`src/rtl/exu_longpwb_if.sv`:
```
// exu_longpwb_if: completion inputs, OITF head view and regfile writeback port of the long-pipe writeback unit
interface exu_longpwb_if #(
    parameter int ITAG_WIDTH  = 1,
    parameter int XLEN        = 32,
    parameter int RFIDX_WIDTH = 5
);
    logic                   lsu_wbck_i_valid;
    logic                   lsu_wbck_i_ready;
    logic [ITAG_WIDTH-1:0]  lsu_wbck_i_itag;
    logic [XLEN-1:0]        lsu_wbck_i_wdat;
    logic                   lsu_wbck_i_err;
    logic                   muldiv_wbck_i_valid;
    logic                   muldiv_wbck_i_ready;
    logic [ITAG_WIDTH-1:0]  muldiv_wbck_i_itag;
    logic [XLEN-1:0]        muldiv_wbck_i_wdat;
    logic                   oitf_empty;
    logic [ITAG_WIDTH-1:0]  oitf_ret_ptr;
    logic [RFIDX_WIDTH-1:0] oitf_ret_rdidx;
    logic                   oitf_ret_rdwen;
    logic                   oitf_ret_ena;
    logic                   longp_wbck_o_valid;
    logic                   longp_wbck_o_ready;
    logic [XLEN-1:0]        longp_wbck_o_wdat;
    logic [RFIDX_WIDTH-1:0] longp_wbck_o_rdidx;
    logic                   longp_err_o;
    logic [ITAG_WIDTH-1:0]  longp_err_itag;

    modport master (
        output lsu_wbck_i_valid, lsu_wbck_i_itag, lsu_wbck_i_wdat, lsu_wbck_i_err,
        output muldiv_wbck_i_valid, muldiv_wbck_i_itag, muldiv_wbck_i_wdat,
        output oitf_empty, oitf_ret_ptr, oitf_ret_rdidx, oitf_ret_rdwen, longp_wbck_o_ready,
        input  lsu_wbck_i_ready, muldiv_wbck_i_ready, oitf_ret_ena,
        input  longp_wbck_o_valid, longp_wbck_o_wdat, longp_wbck_o_rdidx, longp_err_o, longp_err_itag
    );

    modport slave (
        input  lsu_wbck_i_valid, lsu_wbck_i_itag, lsu_wbck_i_wdat, lsu_wbck_i_err,
        input  muldiv_wbck_i_valid, muldiv_wbck_i_itag, muldiv_wbck_i_wdat,
        input  oitf_empty, oitf_ret_ptr, oitf_ret_rdidx, oitf_ret_rdwen, longp_wbck_o_ready,
        output lsu_wbck_i_ready, muldiv_wbck_i_ready, oitf_ret_ena,
        output longp_wbck_o_valid, longp_wbck_o_wdat, longp_wbck_o_rdidx, longp_err_o, longp_err_itag
    );
endinterface

```
`src/rtl/exu_longpwb.sv`:
```
// exu_longpwb: buffers out-of-order LSU/MULDIV completions per ITAG and retires them in OITF order
module exu_longpwb #(
    parameter int OITF_DEPTH  = 2,
    parameter int ITAG_WIDTH  = 1,
    parameter int XLEN        = 32,
    parameter int RFIDX_WIDTH = 5
) (
    input  logic             clk,
    input  logic             rst_n,
    exu_longpwb_if.slave     wb
);
    logic                   r_run;
    logic [OITF_DEPTH-1:0]  r_vld;
    logic [OITF_DEPTH-1:0]  r_err;
    logic [XLEN-1:0]        r_dat [OITF_DEPTH];
    logic [ITAG_WIDTH-1:0]  w_ptr;
    logic [RFIDX_WIDTH-1:0] w_rdidx;
    logic                   w_lsu_acc;
    logic                   w_mdv_acc;
    logic                   w_head_rdy;
    logic                   w_wbck_vld;
    logic                   w_ret;

    assign w_ptr   = wb.oitf_ret_ptr;
    assign w_rdidx = wb.oitf_ret_rdidx;

    // r_run keeps the ready outputs low until the first clock after reset release
    assign wb.lsu_wbck_i_ready    = r_run & ~r_vld[wb.lsu_wbck_i_itag];
    assign wb.muldiv_wbck_i_ready = r_run & ~r_vld[wb.muldiv_wbck_i_itag]
                                  & ~(wb.lsu_wbck_i_valid & (wb.lsu_wbck_i_itag == wb.muldiv_wbck_i_itag));
    assign w_lsu_acc  = wb.lsu_wbck_i_valid & wb.lsu_wbck_i_ready;
    assign w_mdv_acc  = wb.muldiv_wbck_i_valid & wb.muldiv_wbck_i_ready;

    assign w_head_rdy = ~wb.oitf_empty & r_vld[w_ptr];
    assign w_wbck_vld = w_head_rdy & wb.oitf_ret_rdwen & ~r_err[w_ptr];
    assign w_ret      = w_head_rdy & (w_wbck_vld ? wb.longp_wbck_o_ready : 1'b1);

    assign wb.longp_wbck_o_valid = w_wbck_vld;
    assign wb.longp_wbck_o_wdat  = r_dat[w_ptr];
    assign wb.longp_wbck_o_rdidx = r_run ? w_rdidx : '0;
    assign wb.oitf_ret_ena       = w_ret;
    assign wb.longp_err_o        = w_ret & r_err[w_ptr];
    assign wb.longp_err_itag     = r_run ? w_ptr : '0;

    always_ff @(posedge clk or negedge rst_n) begin
        if (!rst_n) begin
            r_run <= 1'b0;
            r_vld <= '0;
            r_err <= '0;
            r_dat <= '{default: '0};
        end else begin
            r_run <= 1'b1;
            if (w_ret) r_vld[w_ptr] <= 1'b0;
            if (w_lsu_acc) begin
                r_vld[wb.lsu_wbck_i_itag] <= 1'b1;
                r_dat[wb.lsu_wbck_i_itag] <= wb.lsu_wbck_i_wdat;
                r_err[wb.lsu_wbck_i_itag] <= wb.lsu_wbck_i_err;
            end
            if (w_mdv_acc) begin
                r_vld[wb.muldiv_wbck_i_itag] <= 1'b1;
                r_dat[wb.muldiv_wbck_i_itag] <= wb.muldiv_wbck_i_wdat;
                r_err[wb.muldiv_wbck_i_itag] <= 1'b0;
            end
        end
    end
endmodule

```
`src/flat_wrapper.sv`:
```
// flat-port wrapper written by rule: the top's interface ports become plain ports
module exu_longpwb_flat 
#(
    parameter int OITF_DEPTH  = 2,
    parameter int ITAG_WIDTH  = 1,
    parameter int XLEN        = 32,
    parameter int RFIDX_WIDTH = 5
)
  (clk, rst_n, wb_lsu_wbck_i_valid, wb_lsu_wbck_i_itag, wb_lsu_wbck_i_wdat, wb_lsu_wbck_i_err, wb_muldiv_wbck_i_valid, wb_muldiv_wbck_i_itag, wb_muldiv_wbck_i_wdat, wb_oitf_empty, wb_oitf_ret_ptr, wb_oitf_ret_rdidx, wb_oitf_ret_rdwen, wb_longp_wbck_o_ready, wb_lsu_wbck_i_ready, wb_muldiv_wbck_i_ready, wb_oitf_ret_ena, wb_longp_wbck_o_valid, wb_longp_wbck_o_wdat, wb_longp_wbck_o_rdidx, wb_longp_err_o, wb_longp_err_itag);
  exu_longpwb_if #(.ITAG_WIDTH(ITAG_WIDTH), .XLEN(XLEN), .RFIDX_WIDTH(RFIDX_WIDTH)) wb_i ();
  input  logic clk;
  input  logic rst_n;
  input wire logic [$bits(wb_i.lsu_wbck_i_valid)-1:0] wb_lsu_wbck_i_valid;
  input wire logic [$bits(wb_i.lsu_wbck_i_itag)-1:0] wb_lsu_wbck_i_itag;
  input wire logic [$bits(wb_i.lsu_wbck_i_wdat)-1:0] wb_lsu_wbck_i_wdat;
  input wire logic [$bits(wb_i.lsu_wbck_i_err)-1:0] wb_lsu_wbck_i_err;
  input wire logic [$bits(wb_i.muldiv_wbck_i_valid)-1:0] wb_muldiv_wbck_i_valid;
  input wire logic [$bits(wb_i.muldiv_wbck_i_itag)-1:0] wb_muldiv_wbck_i_itag;
  input wire logic [$bits(wb_i.muldiv_wbck_i_wdat)-1:0] wb_muldiv_wbck_i_wdat;
  input wire logic [$bits(wb_i.oitf_empty)-1:0] wb_oitf_empty;
  input wire logic [$bits(wb_i.oitf_ret_ptr)-1:0] wb_oitf_ret_ptr;
  input wire logic [$bits(wb_i.oitf_ret_rdidx)-1:0] wb_oitf_ret_rdidx;
  input wire logic [$bits(wb_i.oitf_ret_rdwen)-1:0] wb_oitf_ret_rdwen;
  input wire logic [$bits(wb_i.longp_wbck_o_ready)-1:0] wb_longp_wbck_o_ready;
  output wire logic [$bits(wb_i.lsu_wbck_i_ready)-1:0] wb_lsu_wbck_i_ready;
  output wire logic [$bits(wb_i.muldiv_wbck_i_ready)-1:0] wb_muldiv_wbck_i_ready;
  output wire logic [$bits(wb_i.oitf_ret_ena)-1:0] wb_oitf_ret_ena;
  output wire logic [$bits(wb_i.longp_wbck_o_valid)-1:0] wb_longp_wbck_o_valid;
  output wire logic [$bits(wb_i.longp_wbck_o_wdat)-1:0] wb_longp_wbck_o_wdat;
  output wire logic [$bits(wb_i.longp_wbck_o_rdidx)-1:0] wb_longp_wbck_o_rdidx;
  output wire logic [$bits(wb_i.longp_err_o)-1:0] wb_longp_err_o;
  output wire logic [$bits(wb_i.longp_err_itag)-1:0] wb_longp_err_itag;
  assign wb_i.lsu_wbck_i_valid = wb_lsu_wbck_i_valid;
  assign wb_i.lsu_wbck_i_itag = wb_lsu_wbck_i_itag;
  assign wb_i.lsu_wbck_i_wdat = wb_lsu_wbck_i_wdat;
  assign wb_i.lsu_wbck_i_err = wb_lsu_wbck_i_err;
  assign wb_i.muldiv_wbck_i_valid = wb_muldiv_wbck_i_valid;
  assign wb_i.muldiv_wbck_i_itag = wb_muldiv_wbck_i_itag;
  assign wb_i.muldiv_wbck_i_wdat = wb_muldiv_wbck_i_wdat;
  assign wb_i.oitf_empty = wb_oitf_empty;
  assign wb_i.oitf_ret_ptr = wb_oitf_ret_ptr;
  assign wb_i.oitf_ret_rdidx = wb_oitf_ret_rdidx;
  assign wb_i.oitf_ret_rdwen = wb_oitf_ret_rdwen;
  assign wb_i.longp_wbck_o_ready = wb_longp_wbck_o_ready;
  assign wb_lsu_wbck_i_ready = wb_i.lsu_wbck_i_ready;
  assign wb_muldiv_wbck_i_ready = wb_i.muldiv_wbck_i_ready;
  assign wb_oitf_ret_ena = wb_i.oitf_ret_ena;
  assign wb_longp_wbck_o_valid = wb_i.longp_wbck_o_valid;
  assign wb_longp_wbck_o_wdat = wb_i.longp_wbck_o_wdat;
  assign wb_longp_wbck_o_rdidx = wb_i.longp_wbck_o_rdidx;
  assign wb_longp_err_o = wb_i.longp_err_o;
  assign wb_longp_err_itag = wb_i.longp_err_itag;
  exu_longpwb #(.OITF_DEPTH(OITF_DEPTH), .ITAG_WIDTH(ITAG_WIDTH), .XLEN(XLEN), .RFIDX_WIDTH(RFIDX_WIDTH)) u_core (.clk(clk), .rst_n(rst_n), .wb(wb_i));
endmodule
```
`config.mk`:
```
export PLATFORM = sky130hd
export DESIGN_NAME = exu_longpwb_flat
export DESIGN_NICKNAME = d
export VERILOG_FILES = /design/src/rtl/exu_longpwb_if.sv /design/src/rtl/exu_longpwb.sv /design/src/flat_wrapper.sv
export SDC_FILE = /design/constraint.sdc
export NUM_CORES = 1
export LEC_CHECK = 0
export BUFFER_PORTS_ARGS = -buffer_cell sky130_fd_sc_hd__clkbuf_2
export CAP_MARGIN = 0
export CORE_UTILIZATION = 56
export CTS_CLUSTER_DIAMETER = 200
export CTS_CLUSTER_SIZE = 16
export DETAILED_ROUTE_END_ITERATION = 16
export PLACE_DENSITY = 0.88
export SETUP_SLACK_MARGIN = 0.5
export SLEW_MARGIN = 30
export SYNTH_ARGS = -nofsm -noshare
export SYNTH_HDL_FRONTEND = slang
export SYNTH_SLANG_ARGS = --single-unit
```
`constraint.sdc`:
```
create_clock -name clk -period 2.8 [get_ports clk]
set_input_delay 0.56 -clock clk [delete_from_list [all_inputs] [get_ports clk]]
set_output_delay 0.56 -clock clk [all_outputs]
set_load 0.02 [all_outputs]
```
# Yosys cells after proc, flatten, opt, wreduce, memory -nomap -nowiden
# Index checks and enable logic that the tools add are counted.
# op_classes
n_lt_le_gt_ge,11
n_eq_ne,1
n_mux,34
n_bitwise,25
n_reduce_logical,5
# ops
cell,n
two-way mux 32 bit,5
bitwise mux 64 bit,2
two-way mux 64 bit,2
demux 32 bit (select 1 bit),2
two-way mux 1 bit,13
AND 1 bit,11
two-way mux 2 bit,5
>= comparator 2 bit (second input constant),3
less-than comparator 1 x 2 -> 1 bit (second input constant),3
inverter 1 -> 2 bit,3
logical AND 1 bit,5
two-way mux 5 bit,1
inverter 1 bit,5
AND 2 bit,2
less-than comparator 2 x 1 -> 1 bit (second input constant),2
inverter 2 bit,2
OR 2 bit,2
demux 1 bit (select 1 bit),3
>= comparator 1 bit (second input constant),3
bitwise mux 2 bit,1
equality test 1 bit,1
# word_totals
regBits,69
in_bits,80
output_inout_bits,43
elab_cells,81

# Longest topological paths before layout
# Gate-level depths: netlist of run 1.
# depth
ltp_word,12
depth_mapped,5
depth_no_buf,3

# Worst setup path after synthesis of run 1
# OpenSTA, ideal clock, no wires.
# synth_path
path_kind,input-to-output
start,input wb_oitf_ret_ptr
end,output wb_longp_wbck_o_wdat[10]
arrival_time_ns,1.675
slack_ns,0.565
cell_stages,3
path_buffers,2
cell_sequence,clkbuf_1 -> clkbuf_1 -> mux2_2
# synth_via
elab_chain_cells,4
# synth_lines
item,line,source
"start, declared",flat_wrapper.sv:21,input wire logic [$bits(wb_i.oitf_ret_ptr)-1:0] wb_oitf_ret_ptr;
inverter 1 -> 2 bit (not written as such),exu_longpwb.sv:39,assign wb.longp_wbck_o_wdat = r_dat[w_ptr];
two-way mux 32 bit (not written as such) (3 in a row),exu_longpwb.sv:39,
"end, declared",flat_wrapper.sv:29,output wire logic [$bits(wb_i.longp_wbck_o_wdat)-1:0] wb_longp_wbck_o_wdat;
# No other way between the ends. The select of a mux whose other input is x is not followed.

# Worst setup path in the final report of run 1
# layout_path
start,input wb_oitf_ret_ptr
end,output wb_longp_wbck_o_wdat[15]
# Same word-level chain as after synthesis.

==> metrics.csv, run 1 <==
metric,value,unit
clock input transition at the sequential cells of the worst setup and hold paths,70,ps
status,completed,
1st-pass router iterations,4,
Post-Syn Instances,287,
reg2reg setup slack,990,ps
Post-DRT Antenna Nets,0,
Internal,3070,uW
die area,0.00734,mm^2
f_max,0.466,GHz
Top delay family on crit path,buffers and inverters,
H-tree levels,3,
gr ovfl total,0,
Max Slew Vio Count,0,
IO Count,123,
Clock power frac,0.238,
first-pass GRT wire length,12600,um
Buf/Inv on CP,3,
Fin Setup TNS,0,ps
# setup viols final,0,
routed wire length,7960,um
CTS resizes,0,
initial core utilization,0.577,
"slowest stage delay, CP",390,ps
crit path kind,primary input to output pin,
core box area,0.00679,mm^2
Leakage,0.00228,uW
Tmin final,2140,ps
syn_nets,367,
PwrDens,904,mW/mm^2
"FF+latch count, synth",69,
"Hold-fix buffers, CTS",0,
slowest cell on the critical path,mux2_2,
post-synth cell types,28,
CP cell instances,clkbuf_2 > buf_4 > mux2_2 > clkbuf_2,
PnR Total Power,4400,uW
pin count of the biggest net entering global routing,70,
proportion of power drawn by combinational gates,0.392,
Final Cycle Share,0.766,
DRC errors left,0,
share of cells above drive strength 1,0.751,
Die Width,85.7,um
post-synthesis sequential area ratio,0.440,
diodes inserted,0,
TritonCTS buffer count,9,
Synth area leaders,"mux2_2, dfrtp_1, and2_1",
Psw,1330,uW
WL/cell,15.6,um
worst path required time,2240,ps
Port Buffers,122,
Fin Clk Skew,7.18,ps
die height,85.7,um
Seq pwr share,0.370,
maximum vdd ir drop,0.592,mV
switching share of total power,0.301,
postcts setup bufs,0,
clk_lat worst skew,330,ps
Clock Tree Root,clkbuf_8,
Mapped Avg Cell Area,13.7,um^2
Worst-Margin Slew,623,ps
Critical Path Fanout Max,20,
startpoint types,primary input,
Hold WC Path Type,primary input to asynchronous set/reset pin,
fin nets,489,
Synth top area share,0.460,
Initial DRC Count,52,
Critical Path AT,1580,ps
Placer Congestion,0.762,
GR Util All Layers,0.226,
cell taking the most area after synthesis,mux2_2,
initial antenna violation count,0,
DPL Wire Length,5410,um
CTS Buffer Depth,2,
CTS sink cnt,69,
total number of vias,2676,
Layout area overhead,24.1,%
CTS tree,yes,
vias per cell,5.25,
max_cap viols,0,
CP most frequent cell,clkbuf_2,
vias in the first global route,2767,
relative slew slack,0.585,
crit end category,output pin,
final hold violation count,0,
YS warnings,0,
RSZ-0062 raised after global routing,no,
mapped cell area,0.00392,mm^2
Placement Rows,30,
-- cell usage in the layout, fill, tap and decap left out, drive strengths merged, types with 2 or more instances in the layout --
| cell type | instances |
|---|---|
| clkbuf | 130 |
| bufinv | 4 |
| mux2i | 3 |
| mux2 | 162 |
| clkinv | 2 |
| inv | 2 |
| nor3b | 2 |
| nor2 | 2 |
| and2 | 9 |
| dfrtp | 69 |
| buf | 9 |
| nand3 | 2 |
| nand2 | 3 |
-- final timing paths --
path / startpoint / to / cells past startpoint
max reg2reg: u_core.r_run / u_core.r_dat[34] / 4
min reg2reg: u_core.r_vld[0] / u_core.r_vld[0] / 2
min: rst_n / u_core.r_dat[0] / 2
min in group clk: wb_muldiv_wbck_i_wdat[29] / u_core.r_dat[29] / 2
max: wb_oitf_ret_ptr / wb_longp_wbck_o_wdat[15] / 4
max in group asynchronous: rst_n / u_core.r_err[1] / 2
-- Yosys cell counts --
master and count:
nand4b_2 1, o21ai_0 1, mux2i_1 3, nand4_1 1
conb_1 1, mux2_4 2, nor3b_1 2, inv_1 2
a21boi_0 1, or3_1 1, or4_1 1, nand2b_1 1
mux2_2 160, buf_6 4, buf_4 3, nand3_1 2
and2_1 9, or2_2 1, a31oi_1 1, nor2b_1 1
a21oi_1 1, nand2_1 3, buf_2 8, clkbuf_1 4
o31ai_1 1, dfrtp_1 69, nor2_1 2, and4bb_2 1
-- routing by layer --
| layer | track usage | wire length (um) |
|---|---|---|
| met5 | 0 | 0 |
| met4 | 0.0818 | 104 |
| met3 | 0.0510 | 460 |
| met2 | 0.399 | 3890 |
| met1 | 0.272 | 3510 |
-- power by group through the flow --
| stage | sequential [uW] | clock (uW) | combinational, uW |
|---|---|---|---|
| after floorplan | 1560 | 0 | 1340 |
| after global placement | 1620 | 0 | 1660 |
| after detailed placement | 1640 | 0 | 1730 |
| after CTS | 1620 | 1070 | 1740 |
| after global routing | 1670 | 1110 | 1870 |
| final | 1630 | 1050 | 1730 |
-- worst register-to-register path: stages (launching register included) --
cell	delay, ps
dfrtp_1	510
and4bb_2	310
buf_12	230
mux2_2	380
mux2_2	270
-- metrics by stage --
stage          hold slack [ps]  instance area, um^2   util  setup WS [ps]  cells
4_1_cts                    448                 4860  0.716            670    510
3_5_place_dp               603                 4600  0.677            661    494
6_report                   310                 4870  0.716            655    510
2_1_floorplan              264                 3920      -            565    287
5_1_grt                    381                 4870  0.716            621    510
3_3_place_gp               600                 4600  0.677            716    494
-- final cells by class --
type,count,area (um^2)
Clock inverter,7,138
Inverter,2,7.51
Multi-Input combinational cell,197,2060
Clock buffer,9,124
Sequential cell,69,1730
Timing Repair Buffer,130,687
Fill cell,475,1930
Tap cell,96,120
-- flip-flops by register name, summed over array words and instances, names as in the netlist --
signal	flops
u_core.r_dat	64
u_core.r_vld	2
u_core.r_run	1
u_core.r_err	2
-- kinds of logic after synthesis --
logic type	synth area share
other	0.000957
AND/OR/NAND/NOR	0.0425
buffers and inverters	0.0332
multiplexers	0.475
AO/OA/AOI/OAI	0.00798
flip-flops	0.440
Power figures use the tool's default switching activity.
==> run 2, diff against run 1 <==
Settings changed: CORE_UTILIZATION 56 to 47, PLACE_DENSITY 0.88 to 0.79.
Clock period 2.8 ns to 1.75 ns, I/O delays scaled along.
==> metrics.csv, run 2 (synthesis results as in run 1) <==
metric,value,unit,change
Placer Congestion,0.725,,-4.8%
most frequent cells in the layout,"mux2_4, clkbuf_2, dfrtp_1",,
RSZ-0062 raised after global routing,yes,,
status,"finished, violations left",,
startpoint types,flip-flop,,
failing checks,setup timing,,
placed cell count,512,,+3.6%
crit end category,output pin,,
die height,93.3,um,+8.9%
Critical Path Fanout Max,4,,-80%
Die Width,93.3,um,+8.9%
initial core utilization,0.497,,-0.0800
Top reg by flops,u_core.r_dat,,
Psw,2700,uW,+100%
Seq pwr share,0.297,,-0.073
Leakage,0.00331,uW,+45%
WL/cell,20.3,um,+30%
fin nets,540,,+10%
Final Cycle Share,1.08,,
diodes inserted,0,,unchanged
PnR Total Power,9030,uW,+110%
final hold violation count,0,,unchanged
DRC errors left,0,,unchanged
worst path required time,1400,ps,-840 ps
vias in the first global route,3272,,+18%
Clock Tree Root,clkbuf_8,,
PwrDens,1400,mW/mm^2,+54%
core box area,0.00789,mm^2,+16%
"most common cell after layout, fill and taps aside",mux2_4,,
max_cap viols,0,,unchanged
initial antenna violation count,0,,unchanged
GR Util All Layers,0.254,,+0.0281
gr ovfl total,0,,unchanged
CP Capture Point,wb_oitf_ret_ena,,
Largest regs,"u_core.r_dat x64, u_core.r_err x2, u_core.r_vld x2",,
clk_lat worst skew,350,ps,+20 ps
maximum vdd ir drop,0.794,mV,+34%
Fin Clk Skew,11.8,ps,+4.63 ps
CTS Buffer Depth,2,,unchanged
share of cells above drive strength 1,0.815,,+0.0634
vias per cell,5.36,,+2.2%
M3 GR Usage,0.0707,,+0.0197
worst hold slack,21.8,ps,-288 ps
pin count of the biggest net entering global routing,70,,unchanged
total number of vias,3035,,+13%
Fin Setup TNS,-457,ps,-457 ps
Tmin final,1890,ps,
beginning of the critical path,u_core.r_vld[0],,
non-filler instance count after layout,566,,+11%
Internal,6330,uW,+110%
proportion of power drawn by combinational gates,0.545,,+0.153
GR Layer Usage met1,0.301,,+0.0293
1st-pass router iterations,4,,unchanged
TritonCTS buffer count,9,,unchanged
Layout area overhead,65.1,%,
Initial DRC Count,81,,+56%
routed wire length,11500,um,+44%
RR Endpoint,u_core.r_dat[5],,
FF-to-FF Start,u_core.r_run,,
number of flip-flops in the largest register,64,,unchanged
die area,0.00871,mm^2,+19%
Hold WC Path Type,primary input to asynchronous set/reset pin,,
f_max,0.529,GHz,
crit path kind,flip-flop to output pin,,
Post-DRT Antenna Nets,0,,unchanged
# setup viols final,17,,+17
"Hold-fix buffers, CTS",0,,unchanged
gr busiest metal,met2,,
CTS sink cnt,69,,unchanged
DPL Wire Length,6220,um,+15%
clock input transition at the sequential cells of the worst setup and hold paths,70,ps,about the same
Placement Rows,32,,+6.7%
CTS tree,yes,,
IO Count,123,,unchanged
switching share of total power,0.299,,-0.00246
H-tree levels,3,,unchanged
Port Buffers,122,,unchanged
first-pass GRT wire length,16500,um,+31%
worst reg2reg path depth,7,,+3
reg2reg setup slack,-20,ps,-1010 ps
filler cell count,380,,-20%
Clock power frac,0.158,,-0.080
Critical Path AT,1540,ps,-40 ps
setup ws final,-142,ps,-797 ps
Max Slew Vio Count,0,,unchanged
met2 usage,0.441,,+0.0420
## run 2: repair_timing
action | CTS | global route
resized for setup | 138 | 60
gates cloned | 4 | 5
endpoints found under the setup margin | 111 | 111
setup buffers | 17 | 13
pin swaps | 4 | 7
## run 2: area by class of cell
| cell class | count | area, um^2 | area share |
|---|---|---|---|
| Tap cell | 102 | 128 | 0.0197 |
| Clock inverter | 6 | 88.8 | 0.0137 |
| Sequential cell | 69 | 1730 | 0.267 |
| Timing Repair Buffer | 181 | 1840 | 0.284 |
| Clock buffer | 9 | 124 | 0.0191 |
| Inverter | 2 | 7.51 | 0.00116 |
| Multi-Input combinational cell | 197 | 2560 | 0.395 |
## run 2: worst min path at each step
stage / start / end / slack [ps] / cells past startpoint
after floorplan: rst_n / u_core.r_dat[0] / 50 / 0
after CTS: rst_n / u_core.r_dat[21] / 40 / 2
after global routing: rst_n / u_core.r_dat[2] / 40 / 2
final: rst_n / u_core.r_dat[55] / 20 / 2
after global placement: rst_n / u_core.r_dat[27] / 410 / 2
after detailed placement: rst_n / u_core.r_dat[2] / 410 / 2
## run 2: worst max-delay path, stage by stage (launching register included)
cell and delay (ps):
dfrtp_1 420, buf_6 130, mux2i_1 70, or2_4 280, a31oi_4 170, buf_8 130
## run 2: layer usage
layer | routed length [um] | up-vias
li1 | - | 1392
met1 | 4820 | 1530
met2 | 5870 | 102
met3 | 667 | 11
met4 | 141 | 0
met5 | 0 | -
## run 2: power groups by stage
stage | clock [uW] | sequential (uW) | combinational (uW)
final | 1430 | 2680 | 4920
after global routing | 1510 | 2740 | 5180
after CTS | 1430 | 2630 | 4410
after detailed placement | 0 | 2660 | 3360
after global placement | 0 | 2600 | 3280
after floorplan | 0 | 2540 | 2680
## run 2: metrics by stage
step	utilization	area [um^2]	worst slack, ps
after global placement	0.647	5110	-136
after floorplan	-	4420	120
final	0.821	6470	-142
after detailed placement	0.647	5110	-145
after global routing	0.821	6470	-186
after CTS	0.780	6150	-88.9
